<file path="config.mk">
export PLATFORM = sky130hd
export DESIGN_NAME = pci_io_target
export DESIGN_NICKNAME = d
export VERILOG_FILES = /design/src/rtl/pci_defs.sv /design/src/rtl/pci_io_regfile.sv /design/src/rtl/pci_io_target.sv
export SDC_FILE = /design/constraint.sdc
export NUM_CORES = 1
export LEC_CHECK = 0
export ABC_AREA = 1
export CAP_MARGIN = 40
export CORE_MARGIN = 2
export CORE_UTILIZATION = 45
export CTS_CLUSTER_SIZE = 25
export DETAILED_ROUTE_END_ITERATION = 12
export HOLD_SLACK_MARGIN = 0.15
export MAX_ROUTING_LAYER = met4
export SETUP_SLACK_MARGIN = 0.02
export SLEW_MARGIN = 20
export SYNTH_ARGS = -nofsm -noshare
export SYNTH_HDL_FRONTEND = slang
export SYNTH_HIERARCHICAL = 1
export SYNTH_SLANG_ARGS = --single-unit
</file>
<file path="constraint.sdc">
create_clock -name pci_clk_i -period 2.8 [get_ports pci_clk_i]
set_input_delay 0.7 -clock pci_clk_i [delete_from_list [all_inputs] [get_ports pci_clk_i]]
set_output_delay 0.7 -clock pci_clk_i [all_outputs]
set_load 0.02 [all_outputs]
</file>
<file path="src/rtl/pci_defs.sv">
// rtl/pci_defs.sv - PCI command encodings and target state type
package pci_defs;

    localparam logic [3:0] CMD_IORD  = 4'b0010;
    localparam logic [3:0] CMD_IOWR  = 4'b0011;
    localparam logic [3:0] CMD_MEMRD = 4'b0110;
    localparam logic [3:0] CMD_MEMWR = 4'b0111;
    localparam logic [3:0] CMD_CFGRD = 4'b1010;
    localparam logic [3:0] CMD_CFGWR = 4'b1011;

    typedef enum logic [1:0] {
        ST_IDLE = 2'd0,
        ST_WAIT = 2'd1,
        ST_DATA = 2'd2,
        ST_TURN = 2'd3
    } tgt_state_e;

    function automatic int idx_width(input int depth);
        return (depth > 1) ? $clog2(depth) : 1;
    endfunction

endpackage

</file>
<file path="src/rtl/pci_io_regfile.sv">
// rtl/pci_io_regfile.sv - DWORD register file, byte-enable write, registered read
module pci_io_regfile #(
    parameter int          DEPTH     = 12,
    parameter int          IDX_W     = 4,
    parameter logic [31:0] RESET_VAL = 32'h0000_0000
) (
    input  logic             clk,
    input  logic             rst_n,
    input  logic             wr_en,
    input  logic [IDX_W-1:0] wr_idx,
    input  logic [3:0]       wr_be,
    input  logic [31:0]      wr_data,
    input  logic             rd_en,
    input  logic [IDX_W-1:0] rd_idx,
    output logic [31:0]      rd_data
);

    logic [31:0] mem [DEPTH];

    always_ff @(posedge clk or negedge rst_n) begin
        if (!rst_n) begin
            for (int i = 0; i < DEPTH; i++) begin
                mem[i] <= RESET_VAL;
            end
        end else if (wr_en && (int'(wr_idx) < DEPTH)) begin
            for (int b = 0; b < 4; b++) begin
                if (wr_be[b]) begin
                    mem[wr_idx][8*b +: 8] <= wr_data[8*b +: 8];
                end
            end
        end
    end

    // Out-of-range indices read as zero rather than aliasing another word
    always_ff @(posedge clk or negedge rst_n) begin
        if (!rst_n) begin
            rd_data <= 32'h0;
        end else if (rd_en) begin
            rd_data <= (int'(rd_idx) < DEPTH) ? mem[rd_idx] : 32'h0;
        end
    end

endmodule

</file>
<file path="src/rtl/pci_io_target.sv">
// rtl/pci_io_target.sv - PCI I/O-space target with windowed register file
module pci_io_target
    import pci_defs::*;
#(
    parameter logic [31:0] BASE_ADDR   = 32'h0000_03B0,
    parameter logic [31:0] LIMIT_ADDR  = 32'h0000_03DF,
    parameter int          WAIT_STATES = 0,
    parameter logic [31:0] RESET_VAL   = 32'h0000_0000
) (
    input  logic        pci_clk_i,
    input  logic        pci_rst_ni,
    input  logic        pci_frame_ni,
    input  logic        pci_irdy_ni,
    input  logic [3:0]  pci_cbe_ni,
    input  logic [31:0] pci_ad_i,
    output logic [31:0] pci_ad_o,
    output logic        pci_ad_oe_o,
    output logic        pci_devsel_no,
    output logic        pci_trdy_no,
    output logic        pci_stop_no,
    output logic        pci_ctl_oe_o
);

    localparam logic [31:0] BASE_WORD = BASE_ADDR >> 2;
    localparam int          DEPTH     = int'((LIMIT_ADDR >> 2) - BASE_WORD) + 1;
    localparam int          IDX_W     = idx_width(DEPTH);
    localparam logic [2:0]  WS_LOAD   = 3'(WAIT_STATES - 1);

    tgt_state_e       state_q, state_d;
    logic             frame_q;
    logic             is_read_q;
    logic [IDX_W-1:0] idx_q;
    logic [2:0]       cnt_q;

    logic             addr_phase, is_io_cmd, in_window, hit;
    logic [IDX_W-1:0] dec_idx, rd_idx;
    logic             rd_en, wr_en;
    logic [31:0]      rd_data;

    assign addr_phase = !pci_frame_ni && frame_q && (state_q == ST_IDLE);
    assign is_io_cmd  = (pci_cbe_ni == CMD_IORD) || (pci_cbe_ni == CMD_IOWR);
    assign in_window  = (pci_ad_i >= BASE_ADDR) && (pci_ad_i <= LIMIT_ADDR);
    assign hit        = addr_phase && is_io_cmd && in_window;
    assign dec_idx    = IDX_W'((pci_ad_i >> 2) - BASE_WORD);
    // Zero-wait reads fetch straight from the decoded address so data is ready on DATA entry
    assign rd_idx     = (state_q == ST_IDLE) ? dec_idx : idx_q;

    always_ff @(posedge pci_clk_i or negedge pci_rst_ni) begin
        if (!pci_rst_ni) begin
            state_q   <= ST_IDLE;
            frame_q   <= 1'b1;
            is_read_q <= 1'b0;
            idx_q     <= '0;
            cnt_q     <= '0;
        end else begin
            state_q <= state_d;
            frame_q <= pci_frame_ni;
            if (hit) begin
                idx_q     <= dec_idx;
                is_read_q <= ~pci_cbe_ni[0];
                cnt_q     <= WS_LOAD;
            end else if ((state_q == ST_WAIT) && (cnt_q != 3'd0)) begin
                cnt_q <= cnt_q - 3'd1;
            end
        end
    end

    always_comb begin
        state_d = state_q;
        rd_en   = 1'b0;
        wr_en   = 1'b0;
        unique case (state_q)
            ST_IDLE: begin
                if (hit) begin
                    if (WAIT_STATES == 0) begin
                        state_d = ST_DATA;
                        rd_en   = ~pci_cbe_ni[0];
                    end else begin
                        state_d = ST_WAIT;
                    end
                end
            end
            ST_WAIT: begin
                if (pci_frame_ni && pci_irdy_ni) begin
                    state_d = ST_TURN;
                end else if (cnt_q == 3'd0) begin
                    state_d = ST_DATA;
                    rd_en   = is_read_q;
                end
            end
            ST_DATA: begin
                if (!pci_irdy_ni) begin
                    wr_en   = ~is_read_q;
                    state_d = ST_TURN;
                end else if (pci_frame_ni) begin
                    state_d = ST_TURN;
                end
            end
            ST_TURN: state_d = ST_IDLE;
            default: state_d = ST_IDLE;
        endcase
    end

    // Outputs decode directly from state so an async reset releases them at once
    always_comb begin
        pci_devsel_no = 1'b1;
        pci_trdy_no   = 1'b1;
        pci_stop_no   = 1'b1;
        pci_ctl_oe_o  = 1'b0;
        pci_ad_oe_o   = 1'b0;
        unique case (state_q)
            ST_WAIT: begin
                pci_devsel_no = 1'b0;
                pci_ctl_oe_o  = 1'b1;
                pci_ad_oe_o   = is_read_q;
            end
            ST_DATA: begin
                pci_devsel_no = 1'b0;
                pci_trdy_no   = 1'b0;
                pci_stop_no   = 1'b0;
                pci_ctl_oe_o  = 1'b1;
                pci_ad_oe_o   = is_read_q;
            end
            ST_TURN: pci_ctl_oe_o = 1'b1;
            default: ;
        endcase
    end

    assign pci_ad_o = rd_data;

    pci_io_regfile #(
        .DEPTH     (DEPTH),
        .IDX_W     (IDX_W),
        .RESET_VAL (RESET_VAL)
    ) u_regfile (
        .clk     (pci_clk_i),
        .rst_n   (pci_rst_ni),
        .wr_en   (wr_en),
        .wr_idx  (idx_q),
        .wr_be   (~pci_cbe_ni),
        .wr_data (pci_ad_i),
        .rd_en   (rd_en),
        .rd_idx  (rd_idx),
        .rd_data (rd_data)
    );

endmodule
</file>
==> qor.yml, run 1 <==
clock_network:
  cts_inserted_buffers: 47
  post-cts-setup-buffers: 0
  ctsLongestPathBuffers: 3
  clk_root_buffer_cell: "sky130_fd_sc_hd__clkbuf_16"
  clk-insertion-delay-late_ps: 580
  htree_levels: 2
  numClockSinks: 427
  clock_pin_transition_on_the_worst_setup_and_hold_timing_paths_ps: 60
  tritoncts: "built"
worst_setup_path:
  standard_cell_with_the_maximum_stage_delay_on_the_critical_path: "sky130_fd_sc_hd__clkdlybuf4s50_1"
  critPathMostFrequentCell: "sky130_fd_sc_hd__inv_1"
  rr_worst_depth: 13
  critPathLaunchType: "flip-flop"
  worstPathArrival_ps: 1990
  ff2ff_setup_slack_ps: 210
  required_time_worst_endpoint_ps: 2100
  critical_path.max_fanout: 6
  reg2reg_from: "state_q[0]"
  timing_worst_setup_path_type: "reg -> out"
  timing.rr.end: "u_regfile/rd_data[22]"
  path_cells: "inv_1, ha_1, inv_1, clkdlybuf4s50_1"
  max_stage_delay_ps: 590
  critical_path.endpoint_type: "output port"
grt:
  grt_use_met1_pct: 35.78
  antenna_found_initial: 0
  globalRouteOverflowTotal: 0
  grt.met3_usage_pct: 3.816
  global_route.usage.met2_pct: 40.03
  grt_max_degree: 66
  grt_pass1_wl_mm: 93.34
  globalRouteTotalUtil_pct: 25.92
  globalRoute.busiestLayer: "met2"
  grt_pass1_vias: 16409
synthesis:
  synth_nets: 2643
  post_synth_xor_area_fraction_pct: 0.04279
  cell_taking_the_most_area_after_synthesis: "sky130_fd_sc_hd__dfrtp_1"
  yosysWarnings: 6
  dominant_combinational_cell_family_by_area_after_synthesis: "simple AND/OR/NAND/NOR gates"
  synth_compound_area_share_pct: 9.963
  post_synth_mux_area_share_pct: 0
  synth_simple_gate_area_share_pct: 29.41
  synth_enable_flop_cells: 0
  top_cells_by_area_in_the_synthesized_netlist: "sky130_fd_sc_hd__dfrtp_1 (52%), sky130_fd_sc_hd__nand2_1 (17%), sky130_fd_sc_hd__nand3_1 (8.0%), sky130_fd_sc_hd__o21ai_0 (7.9%), sky130_fd_sc_hd__inv_1 (3.6%)"
  fraction_of_the_yosys_area_taken_by_sequential_cells_pct: 52.21
  ys_ff_latch: 427
  postSynth.topFlopCell: "sky130_fd_sc_hd__dfrtp_1"
  netlist_top_cells_count: "sky130_fd_sc_hd__nand2_1 (947), sky130_fd_sc_hd__dfrtp_1 (426), sky130_fd_sc_hd__nand3_1 (328), sky130_fd_sc_hd__o21ai_0 (324), sky130_fd_sc_hd__inv_1 (195)"
  top_count_cell_post_synth: "sky130_fd_sc_hd__nand2_1"
  synth.avg_cell_area_sq_um: 7.891
  synth_cell_types: 31
  synth_top_area_share_pct: 52.08
  synthesis.instances: 2594
  synthAdderAreaFrac_pct: 0.5501
  async_flop_share_pct: 100.0
  syn-cell-area_sq_um: 20470
sta:
  fin_tns_setup_ps: 0
  fin_crit_sh_pct: 95.92
  worst-slew-pin-transition_ps: 527.9
  timing.final.max_slew_violations: 0
  fin_ws_ps: 114.4
  fin_hold_ws_ps: 482.2
  setup_viol: 0
  timing.slew.headroom_pct: 64.68
  fmax_ghz: 0.3724
  hold_viol: 0
  final.setup_skew_ps: 16.06
  finalCriticalPeriod_ps: 2686
  rsz_0062_raised_after_global_routing: "no"
power_and_ir_drop:
  vdd_drop_max_uv: 441.4
  standby_leakage_power_nw: 11.37
  power.density_cell_area_nw_per_um2: 715.3
  power.total_mw: 16.96
floorplanning:
  number_of_ports_placed_on_the_die_boundary: 77
  initial_utilization_pct: 45.30
  floorplan.die.width_microns: 217.3
  floorplan.die_area_sq_um: 47210
  core-area_sq_um: 45190
  core.rowCount: 78
  die_y_microns: 217.3
routing:
  drtPass1Iterations: 6
  vias: 17023
  ant_nets: 0
  vias_per_cell: 5.217
  drt-total-wl_mm: 57.62
  drtIter0Drc: 1421
  residual_drc_count: 0
  avgRoutedWirePerCell_microns: 17.66
final_layout:
  fin_area_sq_um: 23710
  antenna_cells_inserted: 0
  final_layout_size_suffix_gt1_share_pct: 8.937
  area_growth_syn_to_layout_pct: 15.84
  design.final.nets: 2679
  layout.core_utilization_pct: 52.48
  layout.cells.non_filler: 3263
worst_hold_path:
  hold_path_class: "reg -> reg"
  min_from: "u_regfile/mem[249]"
  worst_hold_path.endpoint: "u_regfile/mem[249]"
  timing.hold.worst_path_depth: 2
place:
  place_congestion: 0.8235
  post-dp-hpwl_mm: 37.64
  placement.setup.worst_slack_ps: -155.0
  place_inst: 3180
  placed_area_sq_um: 22230
  port_buffers: 76
run:
  max-cap-violations: 0
run_status:
  outcome: "finished, final reports clean"
## how the worst max path moves through the flow
stage | start | slack (ps) | end
6_report | state_q[0] | 110 | pci_ctl_oe_o
4_1_cts | state_q[0] | 90 | pci_ctl_oe_o
2_1_floorplan | pci_ad_i[5] | 600 | u_regfile/rd_data[10]
3_5_place_dp | pci_ad_i[20] | -160 | u_regfile/rd_data[13]
5_1_grt | state_q[0] | 30 | u_regfile/rd_data[18]
3_3_place_gp | pci_ad_i[20] | -150 | u_regfile/rd_data[13]
## flip-flops by register name, indices dropped and copies added (netlist names)
register and cells:
state_q 2, is_read_q 1, u_regfile/rd_data 32, u_regfile/mem 384, frame_q 1, idx_q 4, cnt_q 3
## layer usage
metal  share of wire [%]  routed length [microns]
met5                   0                        0
met4                 2.5                     1430
met3                 5.1                     2954
met2                  46                    26710
met1                  46                    26520
## what timing repair did
item,in CTS,in global routing
gates resized for setup,4,0
endpoints found under the setup margin,4,0
hold endpoints to repair,39,0
hold buffers,1,0
## worst max-delay path, delay by kind of cell (launching register included)
family	cells	cell delay, ps
adders and majority gates	1	210
DFF	1	440
buffers and inverters	3	760
## where the power goes
group	internal [mW]	switching [mW]	leakage (nW)
Sequential	6.44	0.159	5.87
Combinational	1.55	2.84	4.77
Clock	3.48	2.50	0.735
## final cells by class
cell class,instances,area [sq um]
Sequential cell,427,10690
Fill cell,4311,21470
Inverter,200,757.0
Timing Repair Buffer,160,1807
Clock inverter,13,96.34
Clock buffer,69,1379
Tap cell,600,750.7
Multi-Input combinational cell,1794,8237
## layout by cell type, fill, tap and decap left out, types with 2 or more instances in the layout
cell / netlist / routed
sky130_fd_sc_hd__nand2_2: 11 / 11
sky130_fd_sc_hd__nor2_2: 5 / 5
sky130_fd_sc_hd__nand2_1: 947 / 947
sky130_fd_sc_hd__a21oi_1: 24 / 24
sky130_fd_sc_hd__inv_6: 0 / 2
sky130_fd_sc_hd__nor2_4: 10 / 10
sky130_fd_sc_hd__ha_1: 9 / 9
sky130_fd_sc_hd__o21ai_2: 6 / 6
sky130_fd_sc_hd__inv_1: 195 / 194
sky130_fd_sc_hd__nand4_1: 2 / 2
sky130_fd_sc_hd__buf_4: 34 / 50
sky130_fd_sc_hd__nand2_4: 32 / 32
sky130_fd_sc_hd__dfrtp_1: 426 / 426
sky130_fd_sc_hd__clkbuf_8: 0 / 12
sky130_fd_sc_hd__o21ai_1: 41 / 41
sky130_fd_sc_hd__nor2_1: 45 / 45
sky130_fd_sc_hd__o21ai_0: 324 / 320
sky130_fd_sc_hd__buf_12: 0 / 33
sky130_fd_sc_hd__nand3_1: 328 / 328
sky130_fd_sc_hd__inv_2: 4 / 4
sky130_fd_sc_hd__clkdlybuf4s50_1: 0 / 71
sky130_fd_sc_hd__dlygate4sd2_1: 0 / 4
sky130_fd_sc_hd__o21ai_4: 1 / 5
sky130_fd_sc_hd__nor3_4: 3 / 3
sky130_fd_sc_hd__clkbuf_16: 0 / 47
sky130_fd_sc_hd__clkbuf_1: 78 / 10
sky130_fd_sc_hd__clkinv_2: 0 / 11
## cells by family after synthesis
logic type	after synthesis
DFF	427
AOI/OAI and AO/OA	398
and+or+nand+nor	1386
buffers and inverters	373
adders and majority gates	9
xor gates and xnor gates	1
(Power assumes the default switching activity.)
==> inputs of run 2 (changes only) <==
--- a/config.mk
+++ b/config.mk
@@ -13,6 +13,7 @@
 export DETAILED_ROUTE_END_ITERATION = 12
 export HOLD_SLACK_MARGIN = 0.15
 export MAX_ROUTING_LAYER = met4
+export PLACE_DENSITY_LB_ADDON = 0.12
 export SETUP_SLACK_MARGIN = 0.02
 export SLEW_MARGIN = 20
 export SYNTH_ARGS = -nofsm -noshare
==> run 2 against run 1 <==
  * Register-to-register slack better by 30 ps
  * Critical path type unchanged
  * Worst hold slack worse by 1.6 ps
  * Combinational power shrank 3%
  * Via count decreased by 0.33%
  * Largest cell class unchanged
==> qor.yml, run 2 (synthesis gave the netlist of run 1 again) <==
clock_network:
  clk_root_buffer_cell: "sky130_fd_sc_hd__clkbuf_16"  # unchanged
  numClockSinks: 427  # unchanged
  tritoncts: "built"  # unchanged
  cts_inserted_buffers: 48  # was 47
  htree_levels: 2  # unchanged
  clk-insertion-delay-late_ps: 580  # about the same
  clock_pin_transition_on_the_worst_setup_and_hold_timing_paths_ps: 60  # about the same
  ctsLongestPathBuffers: 3  # unchanged
sta:
  worst-slew-pin-transition_ps: 553.8  # was 527.9 ps
  final.setup_skew_ps: 11.74  # was 16.06 ps
  timing.slew.headroom_pct: 63.08  # was 64.68%
  fin_crit_sh_pct: 93.93  # was 95.92%
  fin_ws_ps: 170.0  # was 114.4 ps
  rsz_0062_raised_after_global_routing: "no"  # unchanged
  fin_hold_ws_ps: 480.6  # was 482.2 ps
  fmax_ghz: 0.3802  # was 0.3724 GHz
  finalCriticalPeriod_ps: 2630  # was 2686 ps
  timing.final.max_slew_violations: 0  # unchanged
  setup_viol: 0  # unchanged
  fin_tns_setup_ps: 0  # unchanged
  hold_viol: 0  # unchanged
place:
  post-dp-hpwl_mm: 36.48  # was 37.64 mm
  port_buffers: 76  # unchanged
  place_congestion: 0.8158  # was 0.8235
  placement.setup.worst_slack_ps: -57.35  # was -155.0 ps
  placed_area_sq_um: 22100  # was 22230 sq um
routing:
  residual_drc_count: 0  # unchanged
  avgRoutedWirePerCell_microns: 17.90  # was 17.66 microns
  detailed_route_wirelength_on_metal3_mm: 3.182  # was 2.954 mm
  drtIter0Drc: 1524  # was 1421
  met2WireLength_mm: 26.50  # was 26.71 mm
  vias_per_cell: 5.217  # about the same
  drtPass1Iterations: 5  # was 6
  vias: 16967  # was 17023
  drt-total-wl_mm: 58.22  # was 57.62 mm
  m1WireLength_mm: 27.05  # was 26.52 mm
  ant_nets: 0  # unchanged
  route.top_layer_used: "met4"  # unchanged
floorplanning:
  core-area_sq_um: 45190  # unchanged
  floorplan.die.width_microns: 217.3  # unchanged
  floorplan.die_area_sq_um: 47210  # unchanged
  core.rowCount: 78  # unchanged
  number_of_ports_placed_on_the_die_boundary: 77  # unchanged
  initial_utilization_pct: 45.30  # unchanged
  die_y_microns: 217.3  # unchanged
run_status:
  outcome: "finished, final reports clean"  # unchanged
worst_setup_path:
  critical_path.max_fanout: 4  # was 6
  critical_path.endpoint_type: "output port"  # unchanged
  required_time_worst_endpoint_ps: 2100  # about the same
  worstPathArrival_ps: 1930  # was 1990 ps
  critPathLaunchType: "flip-flop"  # unchanged
  timing_worst_setup_path_type: "reg -> out"  # unchanged
final_layout:
  largest_register_ffs: 384  # unchanged
  area_growth_syn_to_layout_pct: 15.67  # was 15.84%
  antenna_cells_inserted: 0  # unchanged
  most-common-layout-cells: "sky130_fd_sc_hd__nand2_1 (947), sky130_fd_sc_hd__dfrtp_1 (425), sky130_fd_sc_hd__nand3_1 (328)"  # was sky130_fd_sc_hd__nand2_1 (947), sky130_fd_sc_hd__dfrtp_1 (426), sky130_fd_sc_hd__nand3_1 (328)
  layout.cells.most_common: "sky130_fd_sc_hd__nand2_1"  # unchanged
  largest_registers: "u_regfile/mem x384, u_regfile/rd_data x32, idx_q x4"  # unchanged
  top_register: "u_regfile/mem"  # unchanged
  final_layout_size_suffix_gt1_share_pct: 8.786  # was 8.937%
  n_fill_cell: 4345  # was 4311
  fin_area_sq_um: 23680  # was 23710 sq um
  design.final.nets: 2666  # was 2679
grt:
  globalRouteTotalUtil_pct: 26.11  # was 25.92%
  grt_pass1_wl_mm: 93.64  # was 93.34 mm
  grt_pass1_vias: 16305  # was 16409
  antenna_found_initial: 0  # unchanged
  grt_max_degree: 81  # was 66
  globalRouteOverflowTotal: 0  # unchanged
power_and_ir_drop:
  standby_leakage_power_nw: 11.33  # was 11.37 nW
  power.total_mw: 17.13  # was 16.96 mW
  vdd_drop_max_uv: 564.2  # was 441.4 uV
  power.density_cell_area_nw_per_um2: 723.6  # was 715.3 nW/um^2
worst_hold_path:
  hold_path_class: "reg -> reg"  # unchanged
run:
  max-cap-violations: 0  # unchanged
## run 2: cell types whose count changed in the layout (fill, tap and decap cells not counted), moves of 2 or more
cell,change
sky130_fd_sc_hd__bufinv_16,+2
sky130_fd_sc_hd__buf_12,-2
sky130_fd_sc_hd__buf_4,-12
sky130_fd_sc_hd__clkinvlp_4,+5
sky130_fd_sc_hd__clkbuf_16,+2
sky130_fd_sc_hd__clkinv_2,+3
sky130_fd_sc_hd__clkbuf_8,-3
sky130_fd_sc_hd__clkbuf_1,-4
## run 2: layout make-up
type / count / area (sq um) / area share, %
clock inverter: 21 / 192.7 / 0.8138
multi-input combinational: 1794 / 8237 / 34.79
inverter: 200 / 760.7 / 3.213
clock buffer: 64 / 1373 / 5.797
timing repair buffer: 146 / 1677 / 7.081
sequential: 427 / 10690 / 45.14
tap: 600 / 750.7 / 3.171
## run 2: final timing paths
| kind | endpoint | slack, ps | start | cells past startpoint |
|---|---|---|---|---|
| min in group asynchronous | u_regfile/mem[107] | 670 | pci_rst_ni | 2 |
| max in group asynchronous | u_regfile/mem[126] | 1190 | pci_rst_ni | 3 |
| worst min-delay path | u_regfile/rd_data[19] | 480 | u_regfile/rd_data[19] | 2 |
| worst max-delay path | pci_ctl_oe_o | 170 | state_q[1] | 4 |
| worst max register to register | u_regfile/rd_data[22] | 240 | state_q[0] | 14 |
| worst min register to register | u_regfile/rd_data[19] | 480 | u_regfile/rd_data[19] | 2 |
## run 2: power by group
group          switching [mW]  leakage, nW  internal [mW]
logic                    2.78         4.69           1.49
registers               0.155         5.87           6.44
clock network            2.57        0.770           3.70
## run 2: metrics by stage
| stage | utilization (%) | std cells |
|---|---|---|
| 4_1_cts | 52.39 | 3252 |
| 6_report | 52.40 | 3252 |
| 3_5_place_dp | 48.91 | 3166 |
| 3_3_place_gp | 48.91 | 3166 |
| 5_1_grt | 52.40 | 3252 |
| 2_1_floorplan | - | 2594 |
## run 2: what timing repair did
| item | 4_1_cts | 5_1_grt |
|---|---|---|
| resized for setup | 4 | 2 |
| buffers inserted | 0 | 0 |
| endpoints found under the setup margin | 4 | 5 |
| endpoints found under the hold margin | 47 | 0 |
| hold buffers | 1 | 0 |
| cloned | 0 | 0 |
## run 2: worst max-delay path: stages, from the launching register on
cell	delay, ps
sky130_fd_sc_hd__dfrtp_1	410
sky130_fd_sc_hd__inv_1	110
sky130_fd_sc_hd__ha_1	190
sky130_fd_sc_hd__inv_1	50
sky130_fd_sc_hd__clkdlybuf4s50_1	590
## run 2: layer usage
metal	up-vias	track usage, %
li1	8286	-
met1	8114	36.54
met2	469	39.74
met3	98	3.410
met5	-	-
met4	0	7.945
